### config.mk
export PLATFORM = sky130hd
export DESIGN_NAME = ifetch_unit
export DESIGN_NICKNAME = d
export VERILOG_FILES = /design/src/rtl/ifetch_unit.sv
export SDC_FILE = /design/constraint.sdc
export NUM_CORES = 1
export LEC_CHECK = 0
export BUFFER_PORTS_ARGS = -buffer_cell sky130_fd_sc_hd__buf_2
export CAP_MARGIN = 5
export CORE_UTILIZATION = 60
export CTS_CLUSTER_SIZE = 14
export DETAILED_ROUTE_END_ITERATION = 6
export PLACE_DENSITY = 0.82
export SLEW_MARGIN = 0
export SYNTH_ARGS = -nofsm -noshare
export SYNTH_HDL_FRONTEND = slang
export SYNTH_SLANG_ARGS = --single-unit
### constraint.sdc
create_clock -name clk -period 11.5 [get_ports clk]
set_input_delay 1.15 -clock clk [delete_from_list [all_inputs] [get_ports clk]]
set_output_delay 1.15 -clock clk [all_outputs]
set_load 0.01 [all_outputs]
### src/rtl/ifetch_unit.sv
// Instruction fetch stage: owns the PC, issues word reads to the I-cache,
// buffers returned instructions in a small FIFO toward decode and handles
// redirects, including one that lands while a miss is outstanding.
module ifetch_unit #(
  parameter logic [31:0] RESET_PC   = 32'h0000_0000,
  parameter int unsigned FIFO_DEPTH = 2
) (
  input  logic        clk,
  input  logic        rst_n,
  output logic        icache_read,
  output logic [31:0] icache_addr,
  input  logic [31:0] icache_rdata,
  input  logic        icache_hit,
  output logic        if_valid,
  input  logic        if_ready,
  output logic [31:0] if_pc,
  output logic [31:0] if_instr,
  input  logic        redirect_valid,
  input  logic [31:0] redirect_pc,
  output logic        fetch_misalign
);

  localparam int unsigned XLEN  = 32;
  localparam int unsigned PTR_W = (FIFO_DEPTH > 1) ? $clog2(FIFO_DEPTH) : 1;
  localparam int unsigned CNT_W = PTR_W + 1;

  typedef enum logic [1:0] {
    S_IDLE  = 2'd0,
    S_FETCH = 2'd1,
    S_DRAIN = 2'd2
  } state_e;

  state_e            state_q, state_d;
  logic [XLEN-1:0]   pc_q, pc_d;
  logic [XLEN-1:0]   tgt_q, tgt_d;
  logic              pend_q, pend_d;
  logic [PTR_W-1:0]  wptr_q, wptr_d;
  logic [PTR_W-1:0]  rptr_q, rptr_d;
  logic [CNT_W-1:0]  cnt_q, cnt_d;

  logic [XLEN-1:0]   mem_pc_q    [FIFO_DEPTH];
  logic [XLEN-1:0]   mem_instr_q [FIFO_DEPTH];

  logic              fifo_full;
  logic              hit;
  logic              push;
  logic              pop;
  logic [XLEN-1:0]   redir_tgt;

  // Request, handshake and FIFO-head signals derived from registered state
  always_comb begin
    redir_tgt      = {redirect_pc[XLEN-1:2], 2'b00};
    fetch_misalign = redirect_valid && (redirect_pc[1:0] != 2'b00);
    fifo_full      = (cnt_q == CNT_W'(FIFO_DEPTH));
    icache_read    = (state_q == S_DRAIN) ||
                     ((state_q == S_FETCH) && (!fifo_full || pend_q));
    icache_addr    = pc_q;
    hit            = icache_read && icache_hit;
    if_valid       = (cnt_q != '0) && !redirect_valid;
    if_pc          = mem_pc_q[rptr_q];
    if_instr       = mem_instr_q[rptr_q];
    pop            = if_valid && if_ready;
    push           = (state_q == S_FETCH) && hit && !redirect_valid;
  end

  // Fetch sequencing: PC advance, redirect handling and miss draining
  always_comb begin
    state_d = state_q;
    pc_d    = pc_q;
    tgt_d   = tgt_q;
    pend_d  = pend_q;
    unique case (state_q)
      S_IDLE: begin
        state_d = S_FETCH;
        pend_d  = 1'b0;
        if (redirect_valid) pc_d = redir_tgt;
      end
      S_FETCH: begin
        pend_d = icache_read && !hit;
        if (redirect_valid) begin
          pend_d = 1'b0;
          if (icache_read && !hit) begin
            // Request is on the bus; it must complete before the PC may move
            tgt_d   = redir_tgt;
            state_d = S_DRAIN;
          end else begin
            pc_d = redir_tgt;
          end
        end else if (hit) begin
          pc_d = pc_q + XLEN'(4);
        end
      end
      S_DRAIN: begin
        pend_d = 1'b0;
        if (redirect_valid) tgt_d = redir_tgt;
        if (hit) begin
          pc_d    = redirect_valid ? redir_tgt : tgt_q;
          state_d = S_FETCH;
        end
      end
      default: begin
        state_d = S_IDLE;
        pend_d  = 1'b0;
      end
    endcase
  end

  // FIFO pointer and occupancy update; a redirect empties the buffer
  always_comb begin
    wptr_d = wptr_q;
    rptr_d = rptr_q;
    cnt_d  = cnt_q;
    if (redirect_valid) begin
      wptr_d = '0;
      rptr_d = '0;
      cnt_d  = '0;
    end else begin
      if (push) wptr_d = wptr_q + PTR_W'(1);
      if (pop)  rptr_d = rptr_q + PTR_W'(1);
      cnt_d = cnt_q + CNT_W'(push) - CNT_W'(pop);
    end
  end

  // Control state registers
  always_ff @(posedge clk or negedge rst_n) begin
    if (!rst_n) begin
      state_q <= S_IDLE;
      pc_q    <= RESET_PC;
      tgt_q   <= RESET_PC;
      pend_q  <= 1'b0;
      wptr_q  <= '0;
      rptr_q  <= '0;
      cnt_q   <= '0;
    end else begin
      state_q <= state_d;
      pc_q    <= pc_d;
      tgt_q   <= tgt_d;
      pend_q  <= pend_d;
      wptr_q  <= wptr_d;
      rptr_q  <= rptr_d;
      cnt_q   <= cnt_d;
    end
  end

  // Instruction buffer storage; contents are don't-care while empty
  always_ff @(posedge clk) begin
    if (push) begin
      mem_pc_q[wptr_q]    <= pc_q;
      mem_instr_q[wptr_q] <= icache_rdata;
    end
  end

endmodule

# == Word level (Yosys, flattened, before mapping) ==
# Memories as Yosys holds them, arrays and structs flattened.
# Index checks and enable logic that the tools add are counted.
# word_totals
ram_bits,128
register_bits,71
out_inout_bits,99
memories,2
wordCells,69
# classes
n_eq_ne,9
n_reduce_logical,23
n_mux,23
addsub,5
# memory_table
memory,depth,word_bits,read_ports,rd_clocked_by_memory_dff,wr,line_no,text
mem_instr_q,2,32,1,0,1,42,logic [XLEN-1:0] mem_instr_q [FIFO_DEPTH];
mem_pc_q,2,32,1,0,1,41,logic [XLEN-1:0] mem_pc_q [FIFO_DEPTH];
# op_table
operator,count
32-bit 2-to-1 mux,8
32-bit one-hot mux with 3 select lines,1
32-bit one-hot mux with 2 select lines,1
"32-bit by 3-bit adder with 32-bit output, second input constant",1
2-bit nonzero test,5
1-bit logical AND,8
1-bit 2-to-1 mux,8
2-bit 2-to-1 mux,4
"2-bit != test, second input constant",3
"3-bit != test, second input constant",2
2-bit one-hot mux with 3 select lines,1
3-bit AND reduction,2
5-bit AND reduction,1
"2-bit equality test, second input constant",2
1-bit zero test,3
3-bit nonzero test,1
"1-bit adder, second input constant",2
2-bit by 1-bit adder with 2-bit output,1
"2-bit by 1-bit equality test with 1-bit output, second input constant",1
2-bit zero test,1
1-bit logical OR,2
"2-bit by 1-bit != test with 1-bit output, second input constant",1
2-bit by 1-bit subtractor with 2-bit output,1

# == Longest topological paths before layout ==
# Gate-level depths: netlist of run 1.
# logic_depth
depth_word,11
ltp_mapped,10
depth_no_buf,9

# == Worst setup path after synthesis of run 1 ==
# No wires, ideal clock.
# synth_path
kind,input port to flip-flop
from,input redirect_valid
to,"memory mem_instr_q[0][0], enable pin"
required_ns,11.014
n_path_buf,1
setup_ns,0.486
arrival_ns,4.492
path_slack_ns,6.522
path_stages,4
cell_sequence,and2b_1 > clkbuf_1 > nand3_1 > nor2_1
# synth_via
elab_chain_len,4
# synth_lines
element,line_no,text
"start, declared",18,"input logic redirect_valid,"
1-bit zero test,63,push = (state_q == S_FETCH) && hit && !redirect_valid;
1-bit logical AND,63,
1-bit 2-to-1 mux,147,if (push) begin
1-bit 2-to-1 mux (not written as such),149,mem_instr_q[wptr_q] <= icache_rdata;
"end, declared",42,
# Every way passes these cells.

# == Final worst setup path of run 1 ==
# layout_path
from,register state_q[1]
to,"memory mem_pc_q[0][13], enable pin"
# layout_via
elab_chain_len,8
# layout_lines
element,line_no,text
"start, declared",33,"state_e state_q, state_d;"
"start signal, assigned",135,state_q <= state_d;
2-bit by 1-bit equality test with 1-bit output,"56, 63",
1-bit logical AND,56,((state_q == S_FETCH) && (!fifo_full || pend_q));
1-bit logical OR,55,icache_read = (state_q == S_DRAIN) ||
1-bit logical AND,58,hit = icache_read && icache_hit;
1-bit logical AND * (2 in a row),63,
1-bit 2-to-1 mux *,147,
1-bit 2-to-1 mux (not written as such) *,148,mem_pc_q[wptr_q] <= pc_q;
"end, declared",41,
# Every way passes the cells marked *; elsewhere a longest branch is shown, timed or not.

==> results of run 1 <==
==> sequential cells by signal, indices dropped and copies added (netlist names) <==
name	flops
mem_instr_q	64
icache_addr	32
cnt_q	2
wptr_q	1
rptr_q	1
pend_q	1
state_q	2
mem_pc_q	64
tgt_q	32
==> cell families (layout without fill, tap and decap cells) <==
kind of cell	count (synthesis)	count (layout)	synth area share, %
flip-flops	199	199	62.5
AO/OA/AOI/OAI	149	149	11.6
XOR/XNOR	4	4	0.390
adder cells (fa/ha/maj)	8	8	1.11
multiplexers	106	106	13.3
buffers and inverters	48	215	2.49
AND/OR/NAND/NOR	141	141	8.62
==> power by group through the flow <==
stage / Combinational [mW] / Sequential, mW / Clock, mW
finish: 0.852 / 1.11 / 0.530
CTS: 0.844 / 1.10 / 0.538
detailed placement: 0.837 / 1.11 / 0
global placement: 0.809 / 1.10 / 0
floorplan: 0.586 / 1.08 / 0
global route: 0.919 / 1.12 / 0.566
==> synthesized netlist by cell type, types with 3 or more instances <==
library cell / count / share of area [%]
edfxtp_1: 128 / 43
mux2_2: 104 / 13
dfrtp_1: 71 / 20
o21ai_0: 47 / 2.6
nor2_1: 45 / 1.9
nand2_1: 23 / 0.96
clkbuf_1: 20 / 0.84
nand3_1: 20 / 1.1
a221oi_1: 14 / 1.4
nor3_1: 13 / 0.72
inv_1: 12 / 0.50
a21oi_1: 11 / 0.61
o31ai_1: 9 / 0.75
buf_2: 8 / 0.45
ha_1: 8 / 1.1
a31oi_1: 7 / 0.49
a221o_1: 6 / 0.67
a22oi_1: 6 / 0.50
o21ai_1: 6 / 0.33
o31a_1: 6 / 0.58
a211o_1: 5 / 0.49
a211oi_1: 5 / 0.42
a22o_1: 5 / 0.49
and4_1: 5 / 0.49
nor2b_1: 5 / 0.35
and2_1: 4 / 0.28
and3_1: 4 / 0.28
buf_4: 4 / 0.33
a222oi_1: 3 / 0.33
a41oi_1: 3 / 0.29
nand2b_1: 3 / 0.21
==> metal layers <==
metal	track usage (%)	vias to the layer above	part of all wire (%)
met4	11.8	0	2.7
met3	6.10	53	7.7
met2	40.9	370	47
met5	0	-	0
li1	-	2844	-
met1	37.5	3133	43
==> critical path, stage by stage (launching register included) <==
cell,delay [ns]
dfrtp_1,0.44
inv_1,0.12
ha_1,0.52
and2b_1,0.57
nand3_1,0.35
nor2_4,0.15
buf_4,0.67
==> final cells by class <==
type	count	share of cell area [%]
Tap cell	184	2.20
Clock inverter	8	0.515
Clock buffer	23	4.38
Timing Repair Buffer	172	8.36
Multi-Input combinational cell	408	30.3
Inverter	12	0.431
Sequential cell	199	53.8
==> worst max-delay path by stage <==
stage,start,end,slack [ns],cells after the start
floorplan,redirect_valid,mem_instr_q[0][0],6.52,4
global placement,redirect_valid,mem_instr_q[0][14],7.93,5
detailed placement,redirect_valid,mem_instr_q[0][14],7.87,5
CTS,state_q[0],icache_read,8.26,4
global route,state_q[1],mem_pc_q[1][1],8.07,6
finish,state_q[1],mem_pc_q[0][13],8.23,6
==> through the flow <==
stage,std cells,setup slack [ns]
after detailed placement,975,7.87
after CTS,1006,8.26
after floorplan,655,6.52
final,1006,8.23
after global placement,975,7.93
after global routing,1006,8.07
==> metrics, run 1 <==
CP endpoint kind flip-flop; Die Span X roughly 120 um; final instance area 10,400 sq um; P_sw 0.904 mW; fin. max-slew vios 0; Reg area 5620 sq um; # rows 44; Hold Crit Endpoint icache_addr[0]; Final Hold Slack roughly 0.50 ns; Worst-path clk slew roughly 0.070 ns; # resized after CTS 0; max_cap viols 0; hold path depth 2; reg-to-reg endpoint mem_pc_q[0][13]; Post-DP HPWL 13,800 um; crit path kind reg -> reg; Post-Syn Area 8990 sq um; Mapped Cells 655; Worst Reg-to-Reg Cells 6; pwr/cell area around 240 nW/um^2; DRC 0; area of the multi-input gates 3160 sq um; PortBufs 167; r2r setup slk 8.23 ns; vias in the first global route between 6k and 7k; RSZ-0062 raised after global routing no; status finished clean; worst slew pin tran 1.05 ns; hold_buf cts 0; minimum period implied by the final worst setup slack 3.27 ns; final setup TNS 0 ns; gr ovfl total 0; Final Hold Fails 0; drt initial violations 789; H-tree Lvls 4; fill cell count approximately 960; R2R Path Start state_q[1]; clk_skew just under 0.008 ns; Die Ht roughly 120 um; sequential fraction of the synthesis area between 60% and 70%; combinational share of power between 30% and 40%; core box area 14,600 sq um; Power, Total between 2 and 2.5 mW; Final GP Congestion 0.899; ratio of cells with drive above 1 in the final layout 38.4%; Flop pwr share ~44%; Yosys reg bits 199; Highest Clock Rate a little over 0.3 GHz; Syn Nets 732; Area Growth Syn to Fin 16.2%; number of synthesized flops with an enable pin 128; clk_lat worst skew 0.43 ns; number of diodes 0; most frequent cells in the layout buf_2 (167), edfxtp_1 (128), mux2_2 (104), dfrtp_1 (70), o21ai_0 (47); Clock power frac 21.3%; Switching Share between 30% and 40%; internal power approximately 1.6 mW; Leakage 4.05 nW; TritonRoute pass-1 iters 6; critical path arrival approximately 3.3 ns; Clock Path Buffers 2; Hold Path Origin tgt_q[0]; most common cell after layout, fill and taps aside buf_2; Synth Warn # 0; final cycle utilization of the critical path between 20% and 30%; Crit Path Max Fanout 64; Worst VDD drop 0.000260 V; overall routing resource usage 27.0%; via count around 6.4k; Req. time, crit path ~12 ns; Slew headroom 29.8%; Via density 6.36; initial antenna violation count 0; initial cell density of the core 61.6%; Core Util, Final 71.6%; endpoints failing setup 0; I/O Pins 168; first-pass GRT wire length between 30,000 and 40,000 um; Post CTS Setup Buffer Count 0; Placed Area about 9900 sq um; CTS tree yes; Unique masters post-synth 66; Sinks on Clock Net slightly below 200; fin nets just under 900; ys async rst share 35.7%; Avg Inst Size Synth 13.7 sq um; Clock Tree Root clkbuf_16; ANT nets after route 0; Num CTS Buffers 17; Hold WC Path Type reg -> reg; post-DR wirelength/cell 20.5 um; Critical Path Start Type flip-flop; Routed WL between 20,000 and 25,000 um; Die ar. 15,500 sq um; main flop type after synthesis edfxtp_1; largest net degree at the start of global routing 72
No activity file was read; power rests on OpenSTA's default activity.
==> inputs of run 2 (changes only) <==
--- a/config.mk
+++ b/config.mk
@@ -5,12 +5,13 @@
 export SDC_FILE = /design/constraint.sdc
 export NUM_CORES = 1
 export LEC_CHECK = 0
+export ABC_AREA = 1
 export BUFFER_PORTS_ARGS = -buffer_cell sky130_fd_sc_hd__buf_2
 export CAP_MARGIN = 5
-export CORE_UTILIZATION = 60
+export CORE_UTILIZATION = 51
 export CTS_CLUSTER_SIZE = 14
 export DETAILED_ROUTE_END_ITERATION = 6
-export PLACE_DENSITY = 0.82
+export PLACE_DENSITY = 0.74
 export SLEW_MARGIN = 0
 export SYNTH_ARGS = -nofsm -noshare
 export SYNTH_HDL_FRONTEND = slang
==> constraint.sdc (replaced) <==
create_clock -name clk -period 2.9 [get_ports clk]
set_input_delay 0.29 -clock clk [delete_from_list [all_inputs] [get_ports clk]]
set_output_delay 0.29 -clock clk [all_outputs]
set_load 0.01 [all_outputs]
==> run 2 against run 1 <==
Compared with the run above: die area is 21% higher; clock power grew to 4.7 times the previous value; via count is 9.3% higher; highest routed layer unchanged.
==> metrics, run 2 <==
Critical Path Start Type flip-flop; Num CTS Buffers 17; ys async rst share 35.7%; Crit Path Max Fanout 25; met2 usage roughly two fifths; I/O Pins 168; status finished clean; crit path kind reg -> out; overall routing resource usage 24.1%; Die ar. 18,700 sq um; Slew headroom a little under half; CP endpoint kind output port; Req. time, crit path 2.61 ns; crit path capture if_pc[25]; main flop type after synthesis edfxtp_1; Die Ht 137 um; post-synth top area share 41.4%; initial antenna violation count 0; Clock Path Buffers 2; Die Span X 137 um; number of diodes 0; # rows 48; gr ovfl total 0; number of synthesized flops with an enable pin between 100 and 150; Worst VDD drop 0.000529 V; Hold Path Origin icache_rdata[2]; internal power between 6 and 7 mW; TritonRoute pass-1 iters 5; Worst Reg-to-Reg Cells 11; Clock power frac 23.6%; GRT Max-Usage Layer met2; Routed WL 21,700 um; post-DR wirelength/cell 16.4 um; Regs by FF count mem_instr_q: 64 flops, mem_pc_q: 64 flops; Via density 5.29; R2R Path Start state_q[1]; DRC 0; critical path arrival a little under 2 ns; final cycle utilization of the critical path 76.9%; Hold WC Path Type in -> reg; fin nets 1,161; Leakage 4.83 nW; Flop pwr share 41.3%; ratio of cells with drive above 1 in the final layout 28.6%; vias in the first global route 6,599; Area Growth Syn to Fin 20.0%; worst slew pin tran 0.784 ns; Avg Inst Size Synth between 10 and 15 sq um; first-pass GRT wire length 34,100 um; Final GP Congestion 0.898; top cells by area, synth edfxtp_1 (41%), dfrtp_1 (19%), nand2_1 (11%), mux2_2 (7.8%), nor2_1 (4.0%); ANT nets after route 0; max_cap viols 0; met1 GRT Util 33.5%; Mapped Cells ~910; M3 GR Usage 4.48%; Syn Nets 986; clk_lat worst skew roughly 0.44 ns; Synth Warn # 0; drt initial violations 521; Final Hold Slack 0.0361 ns; largest net degree at the start of global routing 50; CTS tree yes; # resized after CTS 0; Highest Clock Rate 0.448 GHz; P_sw around 4.1 mW; H-tree Lvls 4; Yosys reg bits ~200; Final Hold Fails 0; Commonest cells post-synth nand2_1 (276), edfxtp_1 (128), nor2_1 (98), inv_1 (72), dfrtp_1 (71); # placed instances 1,289; endpoints failing setup 0; combinational share of power roughly a third; RSZ-0062 raised after global routing no; Clock Tree Root clkbuf_16; reg-to-reg endpoint icache_addr[22]; clk_skew between 0.01 and 0.015 ns; Non-Filler Instances 1,322; sequential fraction of the synthesis area 60.6%; core box area 17,500 sq um; minimum period implied by the final worst setup slack 2.23 ns; most frequent cell after synthesis nand2_1; crit path from rptr_q; fill cell count 1,480; Worst-path clk slew approximately 0.08 ns; fin. max-slew vios 0; Sinks on Clock Net 199; initial cell density of the core 52.9%; PortBufs 167; Switching Share 39.2%; via count 6,994; Synth area leader edfxtp_1; Unique masters post-synth 34; r2r setup slk 0.73 ns; pwr/cell area 940 nW/um^2; Post-Syn Area 9270 sq um; Post-DP HPWL between 15,000 and 20,000 um; most common cell after layout, fill and taps aside nand2_1; most frequent cells in the layout nand2_1 (276), buf_2 (167), edfxtp_1 (128), nor2_1 (97), inv_1 (70)
## run 2: changes by cell type after synthesis, moves of 11 or more
cell,previous run,this run
a211oi_1,5,16
a221oi_1,14,3
clkbuf_1,20,8
inv_1,12,72
mux2_2,104,64
nand2_1,23,276
nand3_1,20,37
nor2_1,45,98
nor3_1,13,1
o21ai_0,47,31
## run 2: worst min path at each step
stage	endpoint	slack (ns)	cells past startpoint
after detailed placement	tgt_q[10]	0.41	1
after CTS	mem_instr_q[1][2]	0.03	1
after floorplan	cnt_q[0]	-0.006	0
after global routing	mem_instr_q[0][22]	0.02	1
after global placement	tgt_q[10]	0.40	1
final	mem_instr_q[1][2]	0.04	1
## run 2: logic make-up (layout without fill, tap and decap cells)
logic type	Yosys count	in the layout	share of synthesized area [%]
buffers and inverters	108	296	5.05
AOI/OAI and AO/OA	92	92	5.88
and+or+nand+nor	431	431	19.0
DFF	199	199	60.6
muxes	64	64	7.77
adders and majority gates	8	8	1.08
xor gates and xnor gates	7	7	0.661
## run 2: through the flow
step	cell area, sq um	utilization (%)	setup WS [ns]	total power, mW	TNS, ns
floorplan	9340	-	-0.0188	6.77	-1.20
global placement	10500	59.9	0.870	7.89	0
detailed placement	10500	59.9	0.786	7.99	0
CTS	11100	63.5	0.636	10.5	0
global route	11100	63.5	0.537	11.2	0
finish	11100	63.5	0.670	10.5	0
## run 2: critical path, cell delays in order, from the launching register on
cell	delay [ns]
dfrtp_2	0.71
buf_12	0.26
mux2_2	0.36
buf_2	0.14
## run 2: power groups by stage
| stage | clock network, mW | registers [mW] | logic, mW |
|---|---|---|---|
| 6_report | 2.47 | 4.32 | 3.68 |
| 3_5_place_dp | 0 | 4.36 | 3.64 |
| 3_3_place_gp | 0 | 4.34 | 3.55 |
| 5_1_grt | 2.62 | 4.39 | 4.15 |
| 2_1_floorplan | 0 | 4.23 | 2.54 |
| 4_1_cts | 2.50 | 4.30 | 3.68 |
## run 2: what timing repair did
| item | 4_1_cts | 5_1_grt |
|---|---|---|
| buffers inserted | 0 | 0 |
| hold buffers | 1 | 0 |
| hold endpoints to repair | 30 | 0 |
## run 2: area by class of cell
type	instances	area [sq um]	area share, %
clock buffer	17	425	3.82
clock inverter	15	198	1.78
inverter	78	298	2.68
multi-input combinational	602	3250	29.2
sequential	199	5620	50.5
tap	225	282	2.53
timing repair buffer	186	1060	9.49
## run 2: layer usage
metal / up-vias / part of all wire (%) / routed length, um
met5: - / 0 / 0
met4: 0 / 1.4 / 299
met3: 25 / 7.0 / 1530
met2: 264 / 47 / 10300
met1: 3320 / 44 / 9590
li1: 3385 / - / -
==> inputs of run 3 (changes only) <==
==> constraint.sdc (replaced) <==
create_clock -name clk -period 1.95 [get_ports clk]
set_input_delay 0.195 -clock clk [delete_from_list [all_inputs] [get_ports clk]]
set_output_delay 0.195 -clock clk [all_outputs]
set_load 0.01 [all_outputs]
==> run 3 against run 2 <==
Compared with the run above: highest routed layer unchanged; routed wire length up 6.4%; largest power group unchanged; global-route usage up 0.56 points; utilization up 4.4 points.
==> metrics, run 3 (synthesized netlist as in run 2, its figures left out) <==
Req. time, crit path 2.09 ns; first-pass GRT wire length 34,900 um; most common cell after layout, fill and taps aside nand2_1; initial antenna violation count 0; Die ar. 18,700 sq um; area of the multi-input gates around 3300 sq um; Post-DP HPWL 15,200 um; Area Growth Syn to Fin 28.3%; fin nets 1,226; Clock Path Buffers 2; I/O Pins approximately 170; gr ovfl total 0; Critical Path Start Type flip-flop; Hold WC Path Type in -> reg; vias in the first global route 6,776; H-tree Lvls 4; # rows 48; Final Hold Fails 0; worst slack, placed 0.0139 ns; drt initial violations 577; Num CTS Buffers 17; Reg area 5620 sq um; Regs by FF count mem_instr_q: 64 flops, mem_pc_q: 64 flops; Sinks on Clock Net 199; Crit Path Max Fanout 19; core box area between 15,000 and 20,000 sq um; largest net degree at the start of global routing 72; Power, Total 16.1 mW; RSZ-0062 raised after global routing yes; Via density 5.19; ratio of cells with drive above 1 in the final layout 30.0%; overall routing resource usage 24.6%; Final Hold Slack 0.0204 ns; Die Ht roughly 140 um; endpoints failing setup 0; number of diodes 0; Highest Clock Rate slightly above 0.5 GHz; Routed WL ~23,000 um; final cycle utilization of the critical path between 90% and 100%; via count 7,194; critical path arrival 2.07 ns; Worst-path clk slew 0.08 ns; DRC 0; minimum period implied by the final worst setup slack 1.94 ns; ANT nets after route 0; initial cell density of the core 52.9%; TritonRoute pass-1 iters 6; Worst VDD drop 0.000852 V; Final WS setup 0.0144 ns; Leakage about 5.2 nW; PortBufs 167; Clock Tree Root clkbuf_16; status finished clean; post-DR wirelength/cell 16.7 um; fin. max-slew vios 0; clk_skew 0.0165 ns; CP endpoint kind flip-flop; CTS tree yes; most frequent cells in the layout nand2_1 (275), buf_2 (167), edfxtp_1 (128), nor2_1 (95), inv_1 (70); pwr/cell area 1350 nW/um^2; worst slew pin tran 0.399 ns; Final GP Congestion 0.870; Slew headroom approximately three quarters; clk_lat worst skew 0.43 ns; fill cell count 1,339; Die Span X about 140 um; max_cap viols 0; crit path kind reg -> reg
==> run 3: power breakdown <==
| part | internal [mW] | total (mW) | switching, mW |
|---|---|---|---|
| combinational | 2.46 | 6.17 | 3.71 |
| clock | 1.95 | 3.61 | 1.67 |
| sequential | 5.46 | 6.34 | 0.876 |
| total | 9.86 | 16.1 | 6.25 |
==> run 3: path summary, 6_finish.rpt <==
kind,from,depth (start not counted),slack [ns],endpoint
max in group asynchronous,rst_n,3,1.28,state_q[1]
max,state_q[1],9,0.01,mem_pc_q[1][24]
max reg2reg,state_q[1],9,0.01,mem_pc_q[1][24]
min,redirect_pc[16],3,0.02,tgt_q[16]
min in group asynchronous,rst_n,3,0.33,tgt_q[6]
min reg2reg,tgt_q[2],2,0.48,tgt_q[2]
==> run 3: layout make-up <==
class / count / area share (%)
Sequential cell: 199 / 47.3
Timing Repair Buffer: 251 / 15.0
Clock inverter: 14 / 1.50
Tap cell: 225 / 2.37
Multi-Input combinational cell: 602 / 27.8
Clock buffer: 17 / 3.57
Inverter: 78 / 2.54
==> run 3: repair_timing <==
action	4_1_cts	5_1_grt
hold endpoints to repair	139	0
gates cloned	1	3
resized for setup	5	13
hold buffers	37	0
pin swaps	2	5
buffers inserted	7	4
endpoints found under the setup margin	44	129
==> run 3: per-stage QoR <==
step	instance area [sq um]	setup TNS, ns	std cells	util (%)
2_1_floorplan	9370	-98.31	909	-
3_3_place_gp	10700	0	1303	60.8
3_5_place_dp	10700	0	1303	60.8
4_1_cts	11700	0	1379	66.9
5_1_grt	11900	-1.60	1386	67.9
6_report	11900	0	1386	67.9
==> run 3: critical path: stages (launching register included) <==
cell and delay [ns]:
dfrtp_2 0.45, inv_2 0.09, ha_4 0.16, inv_6 0.06
nand2_8 0.08, nand3_4 0.08, buf_6 0.13, nor3_4 0.23
buf_12 0.19, buf_12 0.17
==> run 3: routing by layer <==
metal	GRT usage (%)	wire length, um
met2	39.9	11200
met3	4.89	1390
met4	5.62	210
met5	0	0
met1	34.3	10300
